### config.mk
export PLATFORM = sky130hd
export DESIGN_NAME = window_stream_buffer
export DESIGN_NICKNAME = d
export VERILOG_FILES = /design/src/rtl/window_stream_buffer.sv
export SDC_FILE = /design/constraint.sdc
export NUM_CORES = 1
export LEC_CHECK = 0
export ABC_AREA = 1
export ABC_CLOCK_PERIOD_IN_PS = 4700
export BUFFER_PORTS_ARGS = -buffer_cell sky130_fd_sc_hd__buf_2
export CAP_MARGIN = 0
export CELL_PAD_IN_SITES_DETAIL_PLACEMENT = 1
export CELL_PAD_IN_SITES_GLOBAL_PLACEMENT = 2
export CORE_MARGIN = 4
export CORE_UTILIZATION = 38
export CTS_BUF_LIST = sky130_fd_sc_hd__clkbuf_8
export CTS_CLUSTER_SIZE = 24
export DETAILED_ROUTE_END_ITERATION = 16
export GPL_ROUTABILITY_DRIVEN = 0
export GPL_TIMING_DRIVEN = 0
export MAX_ROUTING_LAYER = met4
export PLACE_DENSITY = 0.9
export SLEW_MARGIN = 20
export SYNTH_ARGS = -nofsm -noshare
export SYNTH_HDL_FRONTEND = slang
export SYNTH_SLANG_ARGS = --single-unit
### constraint.sdc
create_clock -name clock -period 4.7 [get_ports clock]
set_input_delay 0.47 -clock clock [delete_from_list [all_inputs] [get_ports clock]]
set_output_delay 0.47 -clock clock [all_outputs]
set_load 0.03 [all_outputs]
### src/rtl/window_stream_buffer.sv
// Streaming KxK sliding-window generator: raster pixels in, stride-filtered windows out,
// with ready/valid on both sides and a one-cycle frame-done pulse.
module window_stream_buffer #(
    parameter int KERNEL_SIZE = 3,
    parameter int DATA_SIZE   = 16,
    parameter int ROW_SIZE    = 5,
    parameter int COLUMN_SIZE = 5,
    parameter int STRIDE      = 1
) (
    input  logic                                         clock,
    input  logic                                         reset,
    input  logic                                         data_in_valid,
    output logic                                         data_in_ready,
    input  logic [DATA_SIZE-1:0]                         data_in,
    output logic [KERNEL_SIZE*KERNEL_SIZE*DATA_SIZE-1:0] kernel_out,
    output logic                                         out_valid,
    input  logic                                         out_ready,
    output logic                                         frame_done
);

    localparam int KW = KERNEL_SIZE * KERNEL_SIZE * DATA_SIZE;
    localparam int CW = (ROW_SIZE > 1) ? $clog2(ROW_SIZE) : 1;
    localparam int RW = (COLUMN_SIZE > 1) ? $clog2(COLUMN_SIZE) : 1;
    localparam int PW = (STRIDE > 1) ? $clog2(STRIDE) : 1;

    localparam logic [CW-1:0] COL_LAST = CW'(ROW_SIZE - 1);
    localparam logic [CW-1:0] COL_K    = CW'(KERNEL_SIZE - 1);
    localparam logic [RW-1:0] ROW_LAST = RW'(COLUMN_SIZE - 1);
    localparam logic [RW-1:0] ROW_K    = RW'(KERNEL_SIZE - 1);
    localparam logic [PW-1:0] PH_LAST  = PW'(STRIDE - 1);

    logic [CW-1:0]        r_col;
    logic [RW-1:0]        r_row;
    logic [PW-1:0]        r_cph;
    logic [PW-1:0]        r_rph;
    logic [DATA_SIZE-1:0] r_lb  [KERNEL_SIZE-1][ROW_SIZE];
    logic [DATA_SIZE-1:0] r_win [KERNEL_SIZE][KERNEL_SIZE];
    logic [KW-1:0]        r_kernel;
    logic                 r_out_valid;
    logic                 r_frame_done;

    logic                 w_accept;
    logic                 w_emit;
    logic                 w_col_last;
    logic                 w_row_last;
    logic [DATA_SIZE-1:0] w_tap      [KERNEL_SIZE];
    logic [DATA_SIZE-1:0] w_win_next [KERNEL_SIZE][KERNEL_SIZE];
    logic [KW-1:0]        w_win_flat;

    assign data_in_ready = !r_out_valid || out_ready;
    assign w_accept      = data_in_valid && data_in_ready;
    assign w_col_last    = (r_col == COL_LAST);
    assign w_row_last    = (r_row == ROW_LAST);
    // Phase counters are held at zero until the first full window position on each axis.
    assign w_emit        = w_accept && (r_row >= ROW_K) && (r_col >= COL_K) &&
                           (r_rph == '0) && (r_cph == '0);

    assign kernel_out = r_kernel;
    assign out_valid  = r_out_valid;
    assign frame_done = r_frame_done;

    // Tap b of the line-buffer chain is the pixel b+1 rows above the incoming one.
    always_comb begin
        w_tap[KERNEL_SIZE-1] = data_in;
        for (int unsigned b = 0; b < KERNEL_SIZE - 1; b++) begin
            w_tap[KERNEL_SIZE-2-b] = r_lb[b][ROW_SIZE-1];
        end
    end

    always_comb begin
        for (int unsigned i = 0; i < KERNEL_SIZE; i++) begin
            for (int unsigned j = 0; j < KERNEL_SIZE - 1; j++) begin
                w_win_next[i][j] = r_win[i][j+1];
            end
            w_win_next[i][KERNEL_SIZE-1] = w_tap[i];
        end
    end

    always_comb begin
        w_win_flat = '0;
        for (int unsigned i = 0; i < KERNEL_SIZE; i++) begin
            for (int unsigned j = 0; j < KERNEL_SIZE; j++) begin
                w_win_flat[(i*KERNEL_SIZE+j)*DATA_SIZE +: DATA_SIZE] = w_win_next[i][j];
            end
        end
    end

    always_ff @(posedge clock) begin
        if (w_accept) begin
            r_lb[0][0] <= data_in;
            for (int unsigned b = 1; b < KERNEL_SIZE - 1; b++) begin
                r_lb[b][0] <= r_lb[b-1][ROW_SIZE-1];
            end
            for (int unsigned b = 0; b < KERNEL_SIZE - 1; b++) begin
                for (int unsigned d = 1; d < ROW_SIZE; d++) begin
                    r_lb[b][d] <= r_lb[b][d-1];
                end
            end
            r_win <= w_win_next;
        end
    end

    always_ff @(posedge clock) begin
        if (reset) begin
            r_col <= '0;
            r_row <= '0;
            r_cph <= '0;
            r_rph <= '0;
        end else if (w_accept) begin
            if (w_col_last) begin
                r_col <= '0;
                r_cph <= '0;
                if (w_row_last) begin
                    r_row <= '0;
                    r_rph <= '0;
                end else begin
                    r_row <= r_row + RW'(1);
                    if (r_row < ROW_K) r_rph <= '0;
                    else               r_rph <= (r_rph == PH_LAST) ? '0 : r_rph + PW'(1);
                end
            end else begin
                r_col <= r_col + CW'(1);
                if (r_col < COL_K) r_cph <= '0;
                else               r_cph <= (r_cph == PH_LAST) ? '0 : r_cph + PW'(1);
            end
        end
    end

    always_ff @(posedge clock) begin
        if (reset) begin
            r_kernel     <= '0;
            r_out_valid  <= 1'b0;
            r_frame_done <= 1'b0;
        end else begin
            r_frame_done <= w_accept && w_col_last && w_row_last;
            if (w_emit) begin
                r_kernel    <= w_win_flat;
                r_out_valid <= 1'b1;
            end else if (r_out_valid && out_ready) begin
                r_out_valid <= 1'b0;
            end
        end
    end

endmodule
Word level (Yosys, flattened, before mapping)
Memory sizes are Yosys's and may differ from the RTL's.
Index checks and enable logic that the tools add are counted.

storage, ports and cells
  bits of input ports = 20
  memory bits (writable) = 160
  register bits after elaboration = 250
  memories = 1

memory list
  name  words  width  rd ports  clocked after memory_dff  wr ports  RTL line  text
  r_lb  2      80     2         0                         2         36        logic [DATA_SIZE-1:0] r_lb [KERNEL_SIZE-1][ROW_SIZE];

cells by class
  reduce and logical (&&, ||, !) cells = 12
  add/sub/neg operators = 4
  bitwise operators = 2
  muxes and demuxes = 12
  magnitude comparators = 4
  equal/unequal tests = 2

operators by type and width
  kind                                                               count
  two-way mux 1 bit                                                  10
  logical AND 1 bit                                                  8
  adder 3 x 1 -> 3 bit, second input constant                        2
  equality test 3 bit, second input constant                         2
  greater-or-equal comparator 3 x 2 -> 1 bit, second input constant  2
  < comparator 3 x 2 -> 1 bit, second input constant                 2
  two-way mux 3 bit                                                  2
  adder 1 bit, second input constant                                 2
  inverter 1 bit                                                     2
  AND reduction 2 bit                                                1
  nonzero test 2 bit                                                 1
  zero test 1 bit                                                    1
  logical OR 1 bit                                                   1

Logic depth before layout (Yosys ltp)
  depth after elaboration = 8
  mapped depth = 10
  gate-level depth less buffers = 8

Worst setup path after synthesis
No wires, ideal clock.

  path type = input to register
  start = in out_ready
  end = reg r_kernel[85], in the netlist kernel_out[85]
  cell stages on the path = 6
  setup slack = 1.197 ns
  data required time = 4.586 ns
  buffers on the path = 1
  library setup time = 0.114 ns
  arrival time = 3.389 ns
  cell sequence = inv_1 > a21oi_2 > buf_2 > nand4_1 > nand2_1 > nor2_1

between the ends
  cells in the longest elaborated chain, start to end = 6

RTL lines
  item                            RTL line  text
  start, declared                 17        input logic out_ready,
  logical OR 1 bit                50        assign data_in_ready = !r_out_valid || out_ready;
  logical AND 1 bit               51        assign w_accept = data_in_valid && data_in_ready;
  via w_accept                    42        logic w_accept;
  logical AND 1 bit (3 in a row)  55        assign w_emit = w_accept && (r_row >= ROW_K) && (r_col >= COL_K) &&
  logical AND 1 bit               56        (r_rph == '0) && (r_cph == '0);
  end signal, assigned            137       r_kernel <= w_win_flat;
  end, declared                   38        logic [KW-1:0] r_kernel;

The timed path passes the listed nets, and every way through them passes these cells.
A chain may end at the register's enable or synchronous reset.

Final worst setup path
  start = reg r_out_valid, in the netlist out_valid
  end = reg r_kernel[87], in the netlist kernel_out[87]

between the ends
  cells in the longest elaborated chain, start to end = 7

RTL lines
  item                            RTL line  text
  start, declared                 39        logic r_out_valid;
  start signal, assigned          132       r_out_valid <= 1'b0;
  start signal, assigned          138       r_out_valid <= 1'b1;
  start signal, assigned          140       r_out_valid <= 1'b0;
  zero test 1 bit                 50
  logical OR 1 bit                50
  logical AND 1 bit               51
  via w_accept                    42
  logical AND 1 bit (3 in a row)  55
  logical AND 1 bit               56

The timed path passes the listed nets, and every way through them passes these cells.

==> flow_summary_export.csv <==
group,metric,value,unit
sta,post-route-period-util,47.06,%
sta,fin_skew,0.01946,ns
finish,layout.area.seq,8808,µm²
sta,drv_slew,0,
synth,yosysSeqAreaShare,70.16,%
clock_network,numCtsBuffers,58,
finish,multi_input_area,2768,µm²
setup_path,cp-end-kind,"flip-flop",
place,io_buffers,166,
drt,avgViaCountPerCell,4.666,
clock_network,clk_pin_slew,0.06,ns
setup_path,critPathRequiredTime,5.17,ns
finish,antennaDiodeCount,0,
pwr,power_density,421.5,nW/µm²
global_route,grt-ovfl-total,0,
place,dpl_cell_area,13980,µm²
drt,first_iter_violations,448,
sta,setup_violations,0,
outcome,outcome,"completed",
synth,syn_avg_cell_area,10.48,µm²
hold_path,holdPathEnd,"r_win[10]",
setup_path,critPathMaxFanout,105,
setup_path,reg2reg_from,"out_valid",
synth,yosysMostFrequentCell,"nor2_1",
die,dieArea,36010,µm²
sta,fin_crit,2.212,ns
clock_network,ctsHoldBuffers,0,
sta,finalHoldViolations,0,
clock_network,insertion_delay,0.59,ns
pwr,ir_worst_vdd,0.2339,mV
finish,fin_nets,1450,
synth,async_flop_share,0,%
global_route,grt_pass1_wl,50.03,mm
hold_path,hold_depth,1,
setup_path,setup.reg_to_reg.worst_slack,2.49,ns
clock_network,root_buffer,"clkbuf_8",
global_route,antenna_found_initial,0,
synth,synth_warnings,0,
finish,area_delta_synth_final,21.41,%
flow_run,drv_cap,0,
die,core.rowCount,66,
sta,fmax,452.1,MHz
sta,tightest_slew,0.9032,ns
synth,synth-edff-count,192,
drt,route.vias.total,8944,
setup_path,worst_ep_arrival_time,2.68,ns
die,core,32540,µm²
setup_path,reg2reg_to,"kernel_out[87]",
hold_path,hold_class,"in2reg",
sta,holdWs,0.08281,ns
clock_network,htree_num_levels,2,
synth,synth_common_cells,"nor2_1, edfxtp_1, nand2_1, inv_1, dfxtp_1",
synth,synth_top_cell_by_area,"edfxtp_1",
finish,fillers,3749,
drt,drt-total-wl,31.98,mm
setup_path,ff2ff_path_depth,6,
synth,syn-num-nets,1223,
die,io_pins,167,
synth,synth_area,12550,µm²
global_route,grt_usage,17.97,%
drt,drt-pass1-iter-count,5,
global_route,grt_pass1_vias,9338,
finish,final_cell_area,15240,µm²
drt,drc_errors,0,
sta,rsz0062_at_grt,"false",
pwr,p_leak,6.831,nW
drt,ant_nets,0,
drt,wire_per_inst,16.68,µm
die,start_util,38.59,%
synth,ys_ff_latch,344,
die,fp.dieH,189.8,µm
synth,ys.flop_type,"edfxtp_1",
clock_network,tritoncts,"yes",
synth,synthCells,1198,
setup_path,worstSetupPathType,"reg2reg",
setup_path,crit_path_start_kind,"flip-flop",
clock_network,clkSinkCount,344,
clock_network,postCtsSetupBuffers,0,
synth,yosysTopAreaCellShare,45.92,%
clock_network,cts_buffer_depth,3,
place,dpl.hpwl,22.87,mm
synth,ys_types,20,
global_route,grt_max_degree,106,
synth,synth_area_leaders,"edfxtp_1, dfxtp_1, nor2_1, nand4_1, nand2_1",
clock_network,cts_resized,0,
die,die_w,189.8,µm
sta,slew_headroom,39.79,%
sta,fin_tns_setup,0,ns
hold_path,hp-start,"data_in[10]",
finish,drive_gt1_share,21.02,%
-- critical path: stages, from the launching register on --
cell and delay, ns:
dfxtp_1 0.32, a21oi_2 0.31, buf_8 0.61, buf_16 0.48, nand4_1 0.16, nand2_1 0.09, nor2_1 0.05
-- worst max path at each step --
stage	from	endpoint
after floorplan	out_ready	kernel_out[85]
after global placement	data_in_valid	out_valid
after detailed placement	data_in_valid	kernel_out[87]
after CTS	out_valid	kernel_out[87]
after global routing	out_valid	kernel_out[87]
final	out_valid	kernel_out[87]
-- report_power, final --
| group | leakage [nW] | switching [W] | internal (W) |
|---|---|---|---|
| clock network | 0.717 | 0.00120 | 0.00163 |
| logic | 3.01 | 0.000196 | 0.0000623 |
| registers | 3.10 | 0.0000501 | 0.00329 |
-- logic make-up after synthesis --
logic type               after synthesis  synth area share, %
flip-flops                           344                70.16
AO/OA/AOI/OAI                          9               0.3887
adder cells (fa/ha/maj)                5               0.4983
XOR/XNOR                               1              0.06978
buffers and inverters                234                7.794
AND/OR/NAND/NOR                      605                21.09
-- through the flow --
| step | std cells | util (%) | setup slack [ns] | power, W |
|---|---|---|---|---|
| 2_1_floorplan | 1198 | - | 1.197 | 0.003551 |
| 3_3_place_gp | 1806 | 42.84 | -0.5716 | 0.003652 |
| 3_5_place_dp | 1807 | 42.95 | 2.164 | 0.003665 |
| 4_1_cts | 1917 | 46.85 | 2.461 | 0.006520 |
| 5_1_grt | 1917 | 46.85 | 2.367 | 0.006699 |
| 6_report | 1917 | 46.85 | 2.488 | 0.006425 |
-- layout by cell type (no fill, tap or decap), drive strengths merged, types with 2 or more instances in the layout --
cell type and instances:
nand2 161, nand4 145, buf 224, o21ai 2
clkinvlp 2, nand3 4, inv 175, clkbuf 92
edfxtp 192, clkinv 13, bufinv 5, a21oi 7
ha 5, nor2 294, dfxtp 152
-- cell type report --
type / instances / area share, %
repair buffers: 167 / 5.631
inverters: 155 / 3.817
flip-flops and latches: 344 / 57.79
clock buffers: 70 / 6.321
clock inverters: 40 / 1.987
multi-input cells: 620 / 18.16
plain buffers: 79 / 2.668
well taps: 442 / 3.628
-- state kept, by name, summed over array words and instances (netlist names) --
| name | flops |
|---|---|
| frame_done | 1 |
| kernel_out | 144 |
| out_valid | 1 |
| r_col | 3 |
| r_lb | 104 |
| r_row | 3 |
| r_win | 88 |
-- layer usage --
layer / vias up / routed length (µm) / GRT usage (%) / share of wire (%)
met3: 51 / 1606 / 4.128 / 5.0
met1: 4316 / 13700 / 21.33 / 43
met5: - / 0 / - / 0
met2: 196 / 16110 / 31.45 / 50
li1: 4381 / - / - / -
met4: 0 / 562 / 4.007 / 1.8
Power figures use the tool's default switching activity.
